<file path="config.mk">
export PLATFORM = sky130hd
export DESIGN_NAME = unit_dispatch_controller_flat
export DESIGN_NICKNAME = d
export VERILOG_FILES = /design/src/rtl/unit_dispatch_controller_if.sv /design/src/rtl/unit_dispatch_controller.sv /design/src/flat_wrapper.sv
export SDC_FILE = /design/constraint.sdc
export NUM_CORES = 1
export LEC_CHECK = 0
export CELL_PAD_IN_SITES_DETAIL_PLACEMENT = 0
export CELL_PAD_IN_SITES_GLOBAL_PLACEMENT = 1
export CORE_AREA = 4 4 67 69
export DETAILED_ROUTE_END_ITERATION = 10
export DIE_AREA = 0 0 71 73
export PLACE_DENSITY_LB_ADDON = 0.1
export SYNTH_ARGS = -nofsm -noshare
export SYNTH_HDL_FRONTEND = slang
export SYNTH_SLANG_ARGS = --single-unit
</file>
<file path="constraint.sdc">
create_clock -name clk -period 4.9 [get_ports clk]
set_clock_uncertainty 0.1 [all_clocks]
set_input_delay 0.735 -clock clk [delete_from_list [all_inputs] [get_ports clk]]
set_output_delay 0.735 -clock clk [all_outputs]
set_load 0.01 [all_outputs]
</file>
<file path="src/rtl/unit_dispatch_controller_if.sv">
// Handshake bundle between the main sequencer, the execution units, the bus and the
// dispatch controller. The slave modport is the controller's view; master is the environment.
interface unit_dispatch_controller_if #(
    parameter int unsigned NUM_UNITS = 4,
    parameter int unsigned UW        = $clog2(NUM_UNITS)
) ();
    logic                 start;
    logic [UW-1:0]        unitSelect;
    logic                 memRead;
    logic                 memWrite;
    logic [NUM_UNITS-1:0] unitStart;
    logic [NUM_UNITS-1:0] unitDone;
    logic                 memRequest;
    logic                 waitRequest;
    logic                 readValid;
    logic                 busy;
    logic                 enable;
    logic                 timeoutException;
    logic [1:0]           faultCode;
    logic                 clearFault;

    modport slave (
        input  start, unitSelect, memRead, memWrite, unitDone, waitRequest, readValid,
        input  clearFault,
        output unitStart, memRequest, busy, enable, timeoutException, faultCode
    );

    modport master (
        output start, unitSelect, memRead, memWrite, unitDone, waitRequest, readValid,
        output clearFault,
        input  unitStart, memRequest, busy, enable, timeoutException, faultCode
    );
endinterface

</file>
<file path="src/rtl/unit_dispatch_controller.sv">
// Dispatches one operation to a multi-cycle execution unit, optionally follows it with a
// bus read or write, and reports completion or a per-phase timeout fault. Moore outputs.
module unit_dispatch_controller #(
    parameter int unsigned NUM_UNITS      = 4,
    parameter int unsigned TIMEOUT_CYCLES = 255
) (
    input  logic                         clk,
    input  logic                         reset,
    unit_dispatch_controller_if.slave    io_bus
);
    localparam int unsigned UW = $clog2(NUM_UNITS);
    localparam int unsigned CW = $clog2(TIMEOUT_CYCLES + 1);

    typedef enum logic [2:0] {
        StIdle, StIssue, StUnitWait, StMemReq, StMemData, StComplete, StFault
    } state_e;

    state_e          r_state_q, w_state_d;
    logic [UW-1:0]   r_sel_q, w_sel_d;
    logic            r_rd_q, w_rd_d;
    logic            r_wr_q, w_wr_d;
    logic [1:0]      r_code_q, w_code_d;
    logic [CW-1:0]   r_cnt_q, w_cnt_d;

    logic [NUM_UNITS-1:0] w_onehot;
    logic                 w_done_sel;
    logic                 w_expire;
    logic                 w_entering;
    logic                 w_next_counts;

    assign w_onehot   = {{(NUM_UNITS-1){1'b0}}, 1'b1} << r_sel_q;
    // Only the selected unit's strobe matters; others are masked off.
    assign w_done_sel = |(io_bus.unitDone & w_onehot);
    assign w_expire   = (r_cnt_q == CW'(TIMEOUT_CYCLES - 1));

    // State, operation latches, fault code and timeout counter.
    always_ff @(posedge clk or negedge reset) begin
        if (!reset) begin
            r_state_q <= StIdle;
            r_sel_q   <= '0;
            r_rd_q    <= 1'b0;
            r_wr_q    <= 1'b0;
            r_code_q  <= 2'b00;
            r_cnt_q   <= '0;
        end else begin
            r_state_q <= w_state_d;
            r_sel_q   <= w_sel_d;
            r_rd_q    <= w_rd_d;
            r_wr_q    <= w_wr_d;
            r_code_q  <= w_code_d;
            r_cnt_q   <= w_cnt_d;
        end
    end

    // Next-state sequencing; an event in the final allowed cycle beats the timeout.
    always_comb begin
        w_state_d = r_state_q;
        w_sel_d   = r_sel_q;
        w_rd_d    = r_rd_q;
        w_wr_d    = r_wr_q;
        w_code_d  = r_code_q;
        unique case (r_state_q)
            StIdle: begin
                if (io_bus.start) begin
                    w_sel_d   = io_bus.unitSelect;
                    w_rd_d    = io_bus.memRead;
                    w_wr_d    = io_bus.memWrite;
                    w_state_d = StIssue;
                end
            end
            StIssue, StUnitWait: begin
                if (w_done_sel) begin
                    w_state_d = (r_rd_q || r_wr_q) ? StMemReq : StComplete;
                end else if (w_expire) begin
                    w_state_d = StFault;
                    w_code_d  = 2'b01;
                end else begin
                    w_state_d = StUnitWait;
                end
            end
            StMemReq: begin
                if (!io_bus.waitRequest) begin
                    // Read takes priority when both read and write were requested.
                    w_state_d = r_rd_q ? StMemData : StComplete;
                end else if (w_expire) begin
                    w_state_d = StFault;
                    w_code_d  = 2'b10;
                end
            end
            StMemData: begin
                if (io_bus.readValid) begin
                    w_state_d = StComplete;
                end else if (w_expire) begin
                    w_state_d = StFault;
                    w_code_d  = 2'b11;
                end
            end
            StComplete: begin
                w_state_d = StIdle;
            end
            StFault: begin
                if (io_bus.clearFault) begin
                    w_state_d = StIdle;
                    w_code_d  = 2'b00;
                end
            end
            default: begin
                w_state_d = StIdle;
                w_code_d  = 2'b00;
            end
        endcase
    end

    // Counter restarts on entry to each timed phase and runs while a phase is pending.
    always_comb begin
        w_entering    = (w_state_d != r_state_q) &&
                        (w_state_d == StIssue || w_state_d == StMemReq ||
                         w_state_d == StMemData);
        w_next_counts = (w_state_d == StIssue || w_state_d == StUnitWait ||
                         w_state_d == StMemReq || w_state_d == StMemData);
        w_cnt_d       = '0;
        if (w_entering) begin
            w_cnt_d = '0;
        end else if (w_next_counts) begin
            w_cnt_d = r_cnt_q + 1'b1;
        end
    end

    // Outputs decoded purely from registered state and latches.
    always_comb begin
        io_bus.unitStart        = (r_state_q == StIssue) ? w_onehot : '0;
        io_bus.memRequest       = (r_state_q == StMemReq);
        io_bus.busy             = (r_state_q != StIdle);
        io_bus.enable           = (r_state_q == StComplete);
        io_bus.timeoutException = (r_state_q == StFault);
        io_bus.faultCode        = (r_state_q == StFault) ? r_code_q : 2'b00;
    end
endmodule

</file>
<file path="src/flat_wrapper.sv">
// flat-port wrapper written by rule: the top's interface ports become plain ports
module unit_dispatch_controller_flat 
#(
    parameter int unsigned NUM_UNITS      = 4,
    parameter int unsigned TIMEOUT_CYCLES = 255
)
  (clk, reset, io_bus_start, io_bus_unitSelect, io_bus_memRead, io_bus_memWrite, io_bus_unitDone, io_bus_waitRequest, io_bus_readValid, io_bus_clearFault, io_bus_unitStart, io_bus_memRequest, io_bus_busy, io_bus_enable, io_bus_timeoutException, io_bus_faultCode);
  unit_dispatch_controller_if #(.NUM_UNITS(NUM_UNITS)) io_bus_i ();
  input  logic clk;
  input  logic reset;
  input wire logic [$bits(io_bus_i.start)-1:0] io_bus_start;
  input wire logic [$bits(io_bus_i.unitSelect)-1:0] io_bus_unitSelect;
  input wire logic [$bits(io_bus_i.memRead)-1:0] io_bus_memRead;
  input wire logic [$bits(io_bus_i.memWrite)-1:0] io_bus_memWrite;
  input wire logic [$bits(io_bus_i.unitDone)-1:0] io_bus_unitDone;
  input wire logic [$bits(io_bus_i.waitRequest)-1:0] io_bus_waitRequest;
  input wire logic [$bits(io_bus_i.readValid)-1:0] io_bus_readValid;
  input wire logic [$bits(io_bus_i.clearFault)-1:0] io_bus_clearFault;
  output wire logic [$bits(io_bus_i.unitStart)-1:0] io_bus_unitStart;
  output wire logic [$bits(io_bus_i.memRequest)-1:0] io_bus_memRequest;
  output wire logic [$bits(io_bus_i.busy)-1:0] io_bus_busy;
  output wire logic [$bits(io_bus_i.enable)-1:0] io_bus_enable;
  output wire logic [$bits(io_bus_i.timeoutException)-1:0] io_bus_timeoutException;
  output wire logic [$bits(io_bus_i.faultCode)-1:0] io_bus_faultCode;
  assign io_bus_i.start = io_bus_start;
  assign io_bus_i.unitSelect = io_bus_unitSelect;
  assign io_bus_i.memRead = io_bus_memRead;
  assign io_bus_i.memWrite = io_bus_memWrite;
  assign io_bus_i.unitDone = io_bus_unitDone;
  assign io_bus_i.waitRequest = io_bus_waitRequest;
  assign io_bus_i.readValid = io_bus_readValid;
  assign io_bus_i.clearFault = io_bus_clearFault;
  assign io_bus_unitStart = io_bus_i.unitStart;
  assign io_bus_memRequest = io_bus_i.memRequest;
  assign io_bus_busy = io_bus_i.busy;
  assign io_bus_enable = io_bus_i.enable;
  assign io_bus_timeoutException = io_bus_i.timeoutException;
  assign io_bus_faultCode = io_bus_i.faultCode;
  unit_dispatch_controller #(.NUM_UNITS(NUM_UNITS), .TIMEOUT_CYCLES(TIMEOUT_CYCLES)) u_core (.clk(clk), .reset(reset), .io_bus(io_bus_i));
endmodule
</file>
* Word-level counts from Yosys, hierarchy flattened
Index checks and enable logic that the tools add are counted.
Operators by class: shifts and indexed selects 1, bitwise operators 2, add/subtract/negate cells 1, equality and inequality tests 19, multiplexer cells 22, reductions and logical operators 14
Operators by type and width (count):
- 3-bit two-way mux | 8
- 2-bit two-way mux | 8
- 8-bit two-way mux | 2
- 3-bit one-hot mux with 5 select lines | 1
- 3-bit by 2-bit equality test with 1-bit output, second input constant | 4
- 3-bit equality test, second input constant | 4
- 2-bit one-hot mux with 5 select lines | 1
- 8-bit by 1-bit adder with 8-bit output, second input constant | 1
- 8-bit equality test, second input constant | 1
- 2-bit != test, second input constant | 4
- 8-bit AND reduction | 1
- 3-bit by 1-bit equality test with 1-bit output, second input constant | 2
- 1-bit logical OR | 6
- 2-bit by 1-bit != test with 1-bit output, second input constant | 3
- 4-bit AND | 1
- 4-bit two-way mux | 1
- 2-bit OR reduction | 2
- 4-bit OR reduction | 1
- 1-bit by 2-bit left shift with 4-bit output, first input constant | 1
- 3-bit logical NOT | 1
- 3-bit != test | 1
- 3-bit nonzero test | 1
- 2-bit AND reduction | 1
- 1-bit logical AND | 1
- other kinds (2) | 2
Storage, ports and cells: output and inout bits 10, bits of input ports 14, register bits after elaboration 17, word-level logic and storage cells 65

* Logic depth before layout (Yosys ltp)
Gate-level depths: netlist of the first run.
depth after elaboration 11, gate-level depth with buffers 8, mapped depth without buffers 8

* Worst setup path after synthesis of the first run
Ideal clock, no wire load.
path kind input to register, from input io_bus_unitDone[1], to register u_core.r_cnt_q[2], setup slack 2503 ps, arrival 2165 ps, library setup time 132 ps, path buffers 0, cell stages on the path 6, data required time 4668 ps, cells stage by stage mux4_1 > o21ai_1 > and2_2 > nand4_1 > a31oi_4 > nor3_2
On the way: longest elaborated chain between the ends 10, elaborated cells on any way between the ends 17, those cells by class 5 x eq/ne; 4 x mux; 1 x bitwise; 7 x reduce/logical
RTL lines:
- start, declared | line flat_wrapper.sv:15 | input wire logic [$bits(io_bus_i.unitDone)-1:0] io_bus_unitDone;
- 4-bit AND * | line unit_dispatch_controller.sv:33 | assign w_done_sel = |(io_bus.unitDone & w_onehot);
- 4-bit OR reduction * | line unit_dispatch_controller.sv:33
- 3-bit two-way mux * | line unit_dispatch_controller.sv:72 | if (w_done_sel) begin
- 3-bit one-hot mux with 5 select lines * | line unit_dispatch_controller.sv:62 | unique case (r_state_q)
- 3-bit by 1-bit equality test with 1-bit output / 3-bit by 2-bit equality test with 1-bit output (equally long branches) | line unit_dispatch_controller.sv:117, unit_dispatch_controller.sv:119
- 1-bit logical OR (2 in a row) | line unit_dispatch_controller.sv:119 | w_next_counts = (w_state_d == StIssue || w_state_d == StUnitWait ||
- 1-bit logical OR | line unit_dispatch_controller.sv:120 | w_state_d == StMemReq || w_state_d == StMemData);
- 8-bit two-way mux | line unit_dispatch_controller.sv:124 | end else if (w_next_counts) begin
- 8-bit two-way mux * | line unit_dispatch_controller.sv:122 | if (w_entering) begin
- net u_core.w_cnt_d[2] | line unit_dispatch_controller.sv:23 | logic [CW-1:0] r_cnt_q, w_cnt_d;
- end signal, assigned | line unit_dispatch_controller.sv:51 | r_cnt_q <= w_cnt_d;
- end, declared | line unit_dispatch_controller.sv:23
The timed path passes the listed nets; every way through them passes the cells marked *. A chain may end at the register's enable or synchronous reset.

* Worst setup path after layout of the first run
from register u_core.r_state_q[0], to output io_bus_unitStart[3]
On the way: longest elaborated chain between the ends 2
RTL lines:
- start, declared | line unit_dispatch_controller.sv:18 | state_e r_state_q, w_state_d;
- start signal, assigned | line unit_dispatch_controller.sv:39 | r_state_q <= StIdle;
- start signal, assigned | line unit_dispatch_controller.sv:46 | r_state_q <= w_state_d;
- 3-bit by 1-bit equality test with 1-bit output | line unit_dispatch_controller.sv:131 | io_bus.unitStart = (r_state_q == StIssue) ? w_onehot : '0;
- 4-bit two-way mux | line unit_dispatch_controller.sv:131
- end, declared | line flat_wrapper.sv:19 | output wire logic [$bits(io_bus_i.unitStart)-1:0] io_bus_unitStart;
No other way between the ends.

==> results of run 1 <==
[metrics by stage]
| stage | std cells | hold WS, ns | worst slack (ns) | utilization | power, mW |
|---|---|---|---|---|---|
| after CTS | 210 | 0.4216 | 1.892 | 0.4162 | 0.8900 |
| after floorplan | 139 | 0.3394 | 2.503 | - | 0.6612 |
| after detailed placement | 206 | 0.4073 | 1.890 | 0.4047 | 0.7862 |
| final | 210 | 0.4115 | 1.866 | 0.4162 | 0.8794 |
| after global placement | 206 | 0.3973 | 1.951 | 0.4047 | 0.7841 |
| after global routing | 210 | 0.4464 | 1.749 | 0.4162 | 0.9545 |
[logic make-up (layout without fill, tap and decap cells)]
logic type	count (synthesis)	in the layout	share of synthesized area
xor+xnor	6	6	0.03970
compound gates	35	35	0.2108
simple gates	62	62	0.3044
mux	7	7	0.06900
flops	17	17	0.3214
fa+ha+maj	2	2	0.01890
buf+inv	10	31	0.03591
[where the power goes]
| part | switching (mW) | leakage (nW) | internal, mW |
|---|---|---|---|
| Clock | 0.0425 | 0.0228 | 0.0575 |
| Sequential | 0.0890 | 0.219 | 0.179 |
| Combinational | 0.273 | 0.407 | 0.238 |
| Total | 0.405 | 0.649 | 0.475 |
[worst min-delay path by stage]
stage,from,end,depth (start not counted),slack (ns)
2_1_floorplan,reset,u_core.r_cnt_q[0],0,0.34
3_3_place_gp,u_core.r_wr_q,u_core.r_wr_q,1,0.40
3_5_place_dp,u_core.r_wr_q,u_core.r_wr_q,1,0.41
4_1_cts,u_core.r_wr_q,u_core.r_wr_q,1,0.42
5_1_grt,u_core.r_wr_q,u_core.r_wr_q,1,0.45
6_report,u_core.r_wr_q,u_core.r_wr_q,1,0.41
[layer usage]
layer | part of all wire | GRT usage | vias to the layer above
met5 | 0 | 0 | -
met4 | 0.0039 | 0.01253 | 0
met3 | 0.052 | 0.03444 | 2
met2 | 0.47 | 0.2101 | 24
met1 | 0.47 | 0.1661 | 534
li1 | - | - | 559
[Yosys cell counts (all sizes together) (2+ instances only)]
cell type and n:
a31oi 2, nand2b 4, inv 4, a21oi 6, mux2i 2, a211oi 3
and3 5, clkbuf 3, nand4 2, o21ai 8, buf 3, dfrtp 17
nor3 10, o21a 5, nand3 8, or3 2, ha 2, and2 3
nor3b 4, nand2 8, mux2 4, nor2 10, xnor2 3, xor2 3
[registers in the layout, summed over array words and instances, names as in the netlist]
register and count:
u_core.r_code_q 2, u_core.r_rd_q 1, u_core.r_state_q 3, u_core.r_wr_q 1, u_core.r_cnt_q 8, u_core.r_sel_q 2
[critical path: cells and delay by family, from the launching register on]
family	cells	cell delay [ns]
buf+inv	1	0.53
flops	1	0.65
simple gates	2	0.77
[layout make-up]
type	count	area, um^2
clock buffers	4	45.04
fillers	404	2285
inverters	4	15.01
multi-input cells	112	850.8
flip-flops and latches	17	425.4
well taps	50	62.56
repair buffers	23	230.2
[layout by cell type (no fill, tap or decap), types with 2 or more instances in the layout]
master / Yosys / final
clkdlybuf4s50_1: 0 / 23
dfrtp_1: 17 / 17
nor2_1: 10 / 10
nor3_2: 10 / 10
nand3_1: 8 / 8
nand2_1: 8 / 8
a21oi_1: 5 / 5
o21a_1: 5 / 5
o21ai_1: 5 / 5
and3_1: 4 / 4
nor3b_1: 4 / 4
nand2b_1: 4 / 4
mux2_1: 4 / 4
o21ai_0: 3 / 3
inv_1: 3 / 3
xnor2_1: 3 / 3
xor2_1: 3 / 3
clkbuf_8: 0 / 3
and2_1: 2 / 2
or3_1: 2 / 2
mux2i_1: 2 / 2
a211oi_1: 2 / 2
ha_1: 2 / 2
==> results.md, run 1 <==
* Status: completed
* Synthesized area per cell at 9.524 um^2
* Synth unique cells at between 50 and 60
* Site Rows at 23
* CP Class: reg -> out
* CTS buffer count at 3
* Synth top area share at 0.3214
* RD Place Congestion at around 0.84
* DPL Wire Length at between 2000 and 2500 um
* R2R setup slack at roughly 2.4 ns
* CTS sink count at 17
* Area after DPL at roughly 1600 um^2
* Fin crit period at ~3.0 ns
* Diodes inserted at 0
* DRC at 0
* Peak fanout along the critical path at 18
* Synth Register Bits at 17
* Nets@finish at 177
* Post_cts resized at 0
* Post-synth EDFFs at 0
* Drt initial violations at 50
* Cell Pwr Density at between 500 and 600 nW/um^2
* Slowest cell on crit path: dfrtp_1
* Ys Warns at 0
* CP Launch Point: u_core.r_state_q[0]
* Vias in the first global route at about 1100
* CTS H-tree depth at 1
* Post-CTS Setup Inserts at 0
* Routed Antenna Nets at 0
* Syn Nets at between 150 and 200
* Synth async-reset ratio at 1.000
* Gr usage total at 0.1247
* Max Fclk at roughly 0.33 GHz
* RSZ-0062 raised after global routing: false
* Die X at just over 70 um
* Max clock buf depth at 2
* Post-synthesis sequential area ratio at 0.3214
* Initial Utilization at 0.3382
* Setup TNS Final at 0 ns
* Clk root buf: clkbuf_8
* Crit-path cells: nor3b_1 -> and3_2 -> clkdlybuf4s50_1
* Synth-to-layout area growth at 23.06%
* Slowest stage delay, CP at around 0.65 ns
* Clock Pin Slew Worst Setup and Hold Paths at ~0.060 ns
* Area leader, netlist: dfrtp_1
* Pin count of the biggest net entering global routing at 22
* Hold Violations, Final at 0
* Die height at 73 um
* Initial antenna violation count at 0
* Detailed Routing Iterations Pass 1 at 4
* Fin crit share at 0.6191
* Port-buffer cells at 23
* Worst r2r path cells at 6
* Synth top area cells: dfrtp_1, nor3_2, mux2_1
* Hold_buf cts at 0
* Crit path DAT at ~2.2 ns
* Top FF cell, synth: dfrtp_1
* Peak supply drop at about 0.26 mV
* Final WL at between 3000 and 4000 um
* Die ar. at between 5000 and 6000 um^2
* Remaining global-route overflow at 0
* Core area at 3914 um^2
* Number of max-cap violations at 0
* RR Endpoint: u_core.r_cnt_q[2]
* First-pass GRT wire length at approximately 5200 um
* CP required at roughly 4.1 ns
* R2r startpoint: u_core.r_state_q[0]
* DR WL/cell at ~15 um
* Via-to-Cell Ratio at roughly 5.3
* Worst min path class: reg -> reg
* Layout cells sized above 1 at 0.1438
* Final instance area at ~1600 um^2
* Critical Path Start Type: flip-flop
* Ports at 24
* Pins Over Slew Limit at 0
* Worst Setup EP: io_bus_unitStart[3]
* Leak at ~0.65 nW
* Crit end category: primary output
* Slew @ Worst Pin at 0.7587 ns
* Rel. slew slack at 0.4926
* Clock latency on the worst-skew pair at between 0.2 and 0.25 ns
* Syn Std Cell Area at 1324 um^2
* # setup viols final at 0
* CTS tree: built
* Mapped Cells at between 100 and 150
* Via count at between 1000 and 1500
Note: power is estimated with default switching activity, not from simulation.
==> run 2, diff against run 1 <==
Clock period 4.9 ns to 2.75 ns, I/O delays scaled along.
==> results.md, run 2 (synthesized netlist as in run 1, its figures left out) <==
* Initial Utilization at 0.3382 (unchanged)
* Synth-to-layout area growth at 25.71% (was 23.06%)
* Max Fclk at between 0.3 and 0.4 GHz
* Layout cells sized above 1 at 0.1707 (was 0.1438)
* DR WL/cell at 14.63 um (was 14.55 um)
* Register area at 425.4 um^2 (unchanged)
* CTS tree: built (unchanged)
* Port-buffer cells at 23 (unchanged)
* RSZ-0062 raised after global routing: false (unchanged)
* Worst min path class: reg -> reg (unchanged)
* Hold_buf cts at 0 (unchanged)
* Peak fanout along the critical path at 21 (was 18)
* Leak at 0.6711 nW (was 0.6488 nW)
* Max clock buf depth at 2 (unchanged)
* Crit end category: primary output (unchanged)
* Cell Pwr Density at 973.6 nW/um^2 (was 539.8 nW/um^2)
* Die ar. at 5183 um^2 (unchanged)
* Clock Pin Slew Worst Setup and Hold Paths at 0.06 ns (about the same)
* Clock latency on the worst-skew pair at 0.25 ns (was 0.24 ns)
* Largest register FFs at 8 (unchanged)
* CTS H-tree depth at 1 (unchanged)
* CTS sink count at 17 (unchanged)
* Largest registers: u_core.r_cnt_q (8), u_core.r_state_q (3) (unchanged)
* Pre-CTS setup slack at 0.05279 ns (was 1.890 ns)
* Pin count of the biggest net entering global routing at 22 (unchanged)
* Via count at 1121 (was 1119)
* Setup TNS Final at 0 ns (unchanged)
* Remaining global-route overflow at 0 (unchanged)
* Clk root buf: clkbuf_8 (unchanged)
* Cells after DPL at 210 (was 206)
* DRC at 0 (unchanged)
* Fillers at 400 (was 404)
* RD Place Congestion at 0.8454 (was 0.8437)
* Hold Violations, Final at 0 (unchanged)
* Most common cell after layout, fill and taps aside: clkdlybuf4s50_1 (unchanged)
* Crit path DAT at 2.02 ns (was 2.20 ns)
* Initial antenna violation count at 0 (unchanged)
* Peak supply drop at 0.4619 mV (was 0.2609 mV)
* Site Rows at 23 (unchanged)
* First-pass GRT wire length at 5099 um (was 5223 um)
* Via-to-Cell Ratio at 5.238 (was 5.329)
* Most flops, register: u_core.r_cnt_q (unchanged)
* Number of max-cap violations at 0 (unchanged)
* CP Class: reg -> out (unchanged)
* Core area at 3914 um^2 (unchanged)
* Post-CTS Setup Inserts at 0 (unchanged)
* Non-Filler Instances at 214 (was 210)
* Nets@finish at 181 (was 177)
* Routed Antenna Nets at 0 (unchanged)
* Most frequent cells in the layout: clkdlybuf4s50_1, dfrtp_1, nor2_1, nor3_2 (unchanged)
* Multi-input gate area at 855.8 um^2 (was 850.8 um^2)
* Pins Over Slew Limit at 0 (unchanged)
* Drt initial violations at 55 (was 50)
* Fin crit period at roughly 2.5 ns
* Worst r2r path cells at 6 (unchanged)
* Diodes inserted at 0 (unchanged)
* Hold Path Depth at 1 (unchanged)
* Post_cts resized at 0 (unchanged)
* Gr usage total at 0.1231 (was 0.1247)
* Detailed Routing Iterations Pass 1 at 4 (unchanged)
* Total Power at 1.620 mW (was 879.4 uW)
* PnR worst setup slack at 0.2151 ns (was 1.866 ns)
* Die height at 73 um (unchanged)
* Ports at 24 (unchanged)
* Vias in the first global route at 1074 (was 1085)
* DPL Wire Length at 2431 um (was 2401 um)
* # setup viols final at 0 (unchanged)
* CTS buffer count at 3 (unchanged)
* Die X at 71 um (unchanged)
* Critical Path Start Type: flip-flop (unchanged)
* Status: completed (unchanged)
* Final WL at 3130 um (was 3056 um)
* Final core occ at 0.4252 (was 0.4162)
* CP required at 2.24 ns (was 4.07 ns)
* Slew @ Worst Pin at 0.7932 ns (was 0.7587 ns)
* Fin crit share at 0.9218
* Rel. slew slack at 0.4695 (was 0.4926)
-- run 2: worst paths after layout --
path,start,end,slack [ns]
setup / recovery,u_core.r_state_q[1],io_bus_unitStart[3],0.22
hold / removal,u_core.r_wr_q,u_core.r_wr_q,0.41
setup reg to reg,u_core.r_sel_q[0],u_core.r_cnt_q[4],0.31
hold reg to reg,u_core.r_wr_q,u_core.r_wr_q,0.41
max in group asynchronous,reset,u_core.r_sel_q[0],1.53
min in group asynchronous,reset,u_core.r_code_q[0],0.52
-- run 2: routing by layer --
layer	global-route usage	up-vias	routed length (um)
li1	-	565	-
met2	0.2173	25	1562
met1	0.1553	529	1379
met4	0.01253	0	7
met3	0.03444	2	181
met5	0	-	0
-- run 2: critical path, stage by stage, from the launching register on --
cell,delay (ns)
dfrtp_1,0.61
nor3b_2,0.41
and3_2,0.22
clkdlybuf4s50_1,0.53
-- run 2: final cells by class --
type                    instances  area share
clock buffers                   4     0.02707
inverters                       4    0.009023
multi-input cells             112      0.5143
flip-flops and latches         17      0.2556
well taps                      50     0.03759
repair buffers                 27      0.1564
-- run 2: power by group --
part	total (mW)	switching (mW)	internal, mW
logic	0.972	0.519	0.453
clock network	0.184	0.0810	0.103
registers	0.465	0.145	0.320
total	1.62	0.745	0.876
-- run 2: through the flow --
| step | hold WS (ns) | area (um^2) |
|---|---|---|
| 4_1_cts | 0.4163 | 1659 |
| 3_5_place_dp | 0.4024 | 1614 |
| 3_3_place_gp | 0.3948 | 1614 |
| 5_1_grt | 0.4400 | 1664 |
| 2_1_floorplan | 0.01691 | 1324 |
| 6_report | 0.4083 | 1664 |
==> run 3, diff against run 2 <==
Settings changed: CORE_AREA 4 4 67 69 to 4 4 66 68, DIE_AREA 0 0 71 73 to 0 0 70 72.
==> results.md, run 3 (synthesized netlist as in run 1, its figures left out) <==
* CTS sink count at 17 (unchanged)
* Beginning of the worst hold path: u_core.r_wr_q (unchanged)
* Largest registers: u_core.r_cnt_q (8), u_core.r_state_q (3) (unchanged)
* Fin crit period at 2.467 ns (was 2.535 ns)
* Max Fclk at 0.4053 GHz (was 0.3945 GHz)
* Core area at 3856 um^2 (was 3914 um^2)
* Slew @ Worst Pin at 0.8263 ns (was 0.7932 ns)
* RD Place Congestion at 0.7951 (was 0.8454)
* Nets@finish at 182 (was 181)
* Diodes inserted at 0 (unchanged)
* Pre-CTS setup slack at 0.1012 ns (was 0.05279 ns)
* Slowest cell on crit path: or4_1 (was dfrtp_1)
* R2r startpoint: u_core.r_cnt_q[0] (was u_core.r_sel_q[0])
* Peak supply drop at 0.4444 mV (was 0.4619 mV)
* Via-to-Cell Ratio at 5.447 (was 5.238)
* Area after DPL at 1622 um^2 (was 1614 um^2)
* Sum of buffers and inverters on the critical path at 1 (unchanged)
* Die height at 72 um (was 73 um)
* Site Rows at 23 (unchanged)
* Drt initial violations at 54 (was 55)
* CTS H-tree depth at 1 (unchanged)
* Ports at 24 (unchanged)
* CTS tree: built (unchanged)
* Final instance area at 1673 um^2 (was 1664 um^2)
* Number of max-cap violations at 0 (unchanged)
* Clock latency on the worst-skew pair at 0.26 ns (was 0.25 ns)
* # setup viols final at 0 (unchanged)
* Via count at 1171 (was 1121)
* CP Launch Point: u_core.r_cnt_q[0] (was u_core.r_state_q[1])
* Clk root buf: clkbuf_8 (unchanged)
* Setup TNS Final at 0 ns (unchanged)
* Slowest stage delay, CP at 0.49 ns (was 0.61 ns)
* Largest register FFs at 8 (unchanged)
* Die X at 70 um (was 71 um)
* CP Class: reg -> reg (was reg -> out)
* Crit-path cells: inv_1 -> ha_1 -> nand3_1 -> or4_1 -> o21a_1 -> o2111a_1 -> o32a_4 -> nor3_2 (was nor3b_2 -> and3_2 -> clkdlybuf4s50_1)
* Layout cells sized above 1 at 0.1818 (was 0.1707)
* Crit path DAT at 2.55 ns (was 2.02 ns)
* Initial antenna violation count at 0 (unchanged)
* Remaining global-route overflow at 0 (unchanged)
* Peak fanout along the critical path at 8 (was 21)
* Critical Path Start Type: flip-flop (unchanged)
* Die ar. at 5040 um^2 (was 5183 um^2)
* Initial Utilization at 0.3433 (was 0.3382)
* Detailed Routing Iterations Pass 1 at 4 (unchanged)
* CP required at 2.83 ns (was 2.24 ns)
* Most common cell after layout, fill and taps aside: clkdlybuf4s50_1 (unchanged)
* Crit end category: flip-flop (was primary output)
* Pins Over Slew Limit at 0 (unchanged)
* Status: completed (unchanged)
* Hold_buf cts at 0 (unchanged)
* First-pass GRT wire length at 5368 um (was 5099 um)
* Rel. slew slack at 0.4474 (was 0.4695)
* Max clock buf depth at 2 (unchanged)
* DR WL/cell at 15.18 um (was 14.63 um)
* Worst min path class: reg -> reg (unchanged)
* Gr usage total at 0.1353 (was 0.1231)
* Most flops, register: u_core.r_cnt_q (unchanged)
* RSZ-0062 raised after global routing: false (unchanged)
* Leak at 0.6788 nW (was 0.6711 nW)
* Cell family with most CP delay: simple AND/OR/NAND/NOR gates (unchanged)
* Synth-to-layout area growth at 26.37% (was 25.71%)
* PnR worst setup slack at 0.2827 ns (was 0.2151 ns)
* Final WL at 3264 um (was 3130 um)
* Vias in the first global route at 1125 (was 1074)
* Cell Pwr Density at 986.1 nW/um^2 (was 973.6 nW/um^2)
* Routed Antenna Nets at 0 (unchanged)
* Hold Violations, Final at 0 (unchanged)
* Port-buffer cells at 23 (unchanged)
* CTS buffer count at 3 (unchanged)
* Most frequent cells in the layout: clkdlybuf4s50_1, dfrtp_1, nor2_1, nor3_2 (unchanged)
* Clock Pin Slew Worst Setup and Hold Paths at 0.07 ns (was 0.06 ns)
* DRC at 0 (unchanged)
* DPL Wire Length at 2533 um (was 2431 um)
* Pin count of the biggest net entering global routing at 18 (was 22)
* Fin crit share at 0.8972 (was 0.9218)
==> run 3: where the power goes <==
part           switching [mW]  internal, mW
sequential              0.121         0.320
combinational           0.551         0.461
clock                  0.0957         0.101
total                   0.768         0.882
==> run 3: routing by layer <==
| layer | vias to the layer above | share of wire | GRT usage |
|---|---|---|---|
| met1 | 566 | 0.44 | 0.1702 |
| met2 | 29 | 0.49 | 0.2329 |
| li1 | 571 | - | - |
| met4 | 0 | 0.015 | 0.05106 |
| met5 | - | 0 | 0 |
| met3 | 5 | 0.050 | 0.02355 |
==> run 3: cell type report <==
class | instances | area, um^2
Clock buffer | 3 | 41.29
Inverter | 4 | 15.01
Fill cell | 407 | 2183
Multi-Input combinational cell | 112 | 855.8
Timing Repair Buffer | 28 | 267.8
Tap cell | 50 | 62.56
Sequential cell | 17 | 425.4
Clock inverter | 1 | 5.005
==> run 3: worst register-to-register path, stage by stage (launching register included) <==
cell      delay (ns)
dfrtp_1         0.44
inv_1           0.08
ha_1            0.13
nand3_1         0.26
or4_1           0.49
o21a_1          0.22
o2111a_1        0.18
o32a_4          0.30
nor3_2          0.18
==> run 3: stage by stage <==
| step | utilization | std cells | power, mW | hold WS (ns) |
|---|---|---|---|---|
| 6_report | 0.4338 | 215 | 1.650 | 0.4106 |
| 5_1_grt | 0.4338 | 215 | 1.774 | 0.4320 |
| 4_1_cts | 0.4325 | 215 | 1.657 | 0.4198 |
| 3_5_place_dp | 0.4205 | 211 | 1.459 | 0.4003 |
| 3_3_place_gp | 0.4205 | 211 | 1.434 | 0.3896 |
| 2_1_floorplan | - | 139 | 1.178 | 0.01691 |
==> run 3: final timing paths <==
path,end,slack [ns],cells after the start
max reg2reg,u_core.r_cnt_q[6],0.28,8
min in group asynchronous,u_core.r_cnt_q[1],0.53,1
max,u_core.r_cnt_q[6],0.28,8
min,u_core.r_wr_q,0.41,1
min reg2reg,u_core.r_wr_q,0.41,1
max in group asynchronous,u_core.r_state_q[1],1.51,1
==> run 3: timing repair <==
item,in CTS,in global routing
buffers inserted,0,0
resized for setup,0,1
endpoints found under the setup margin,0,1
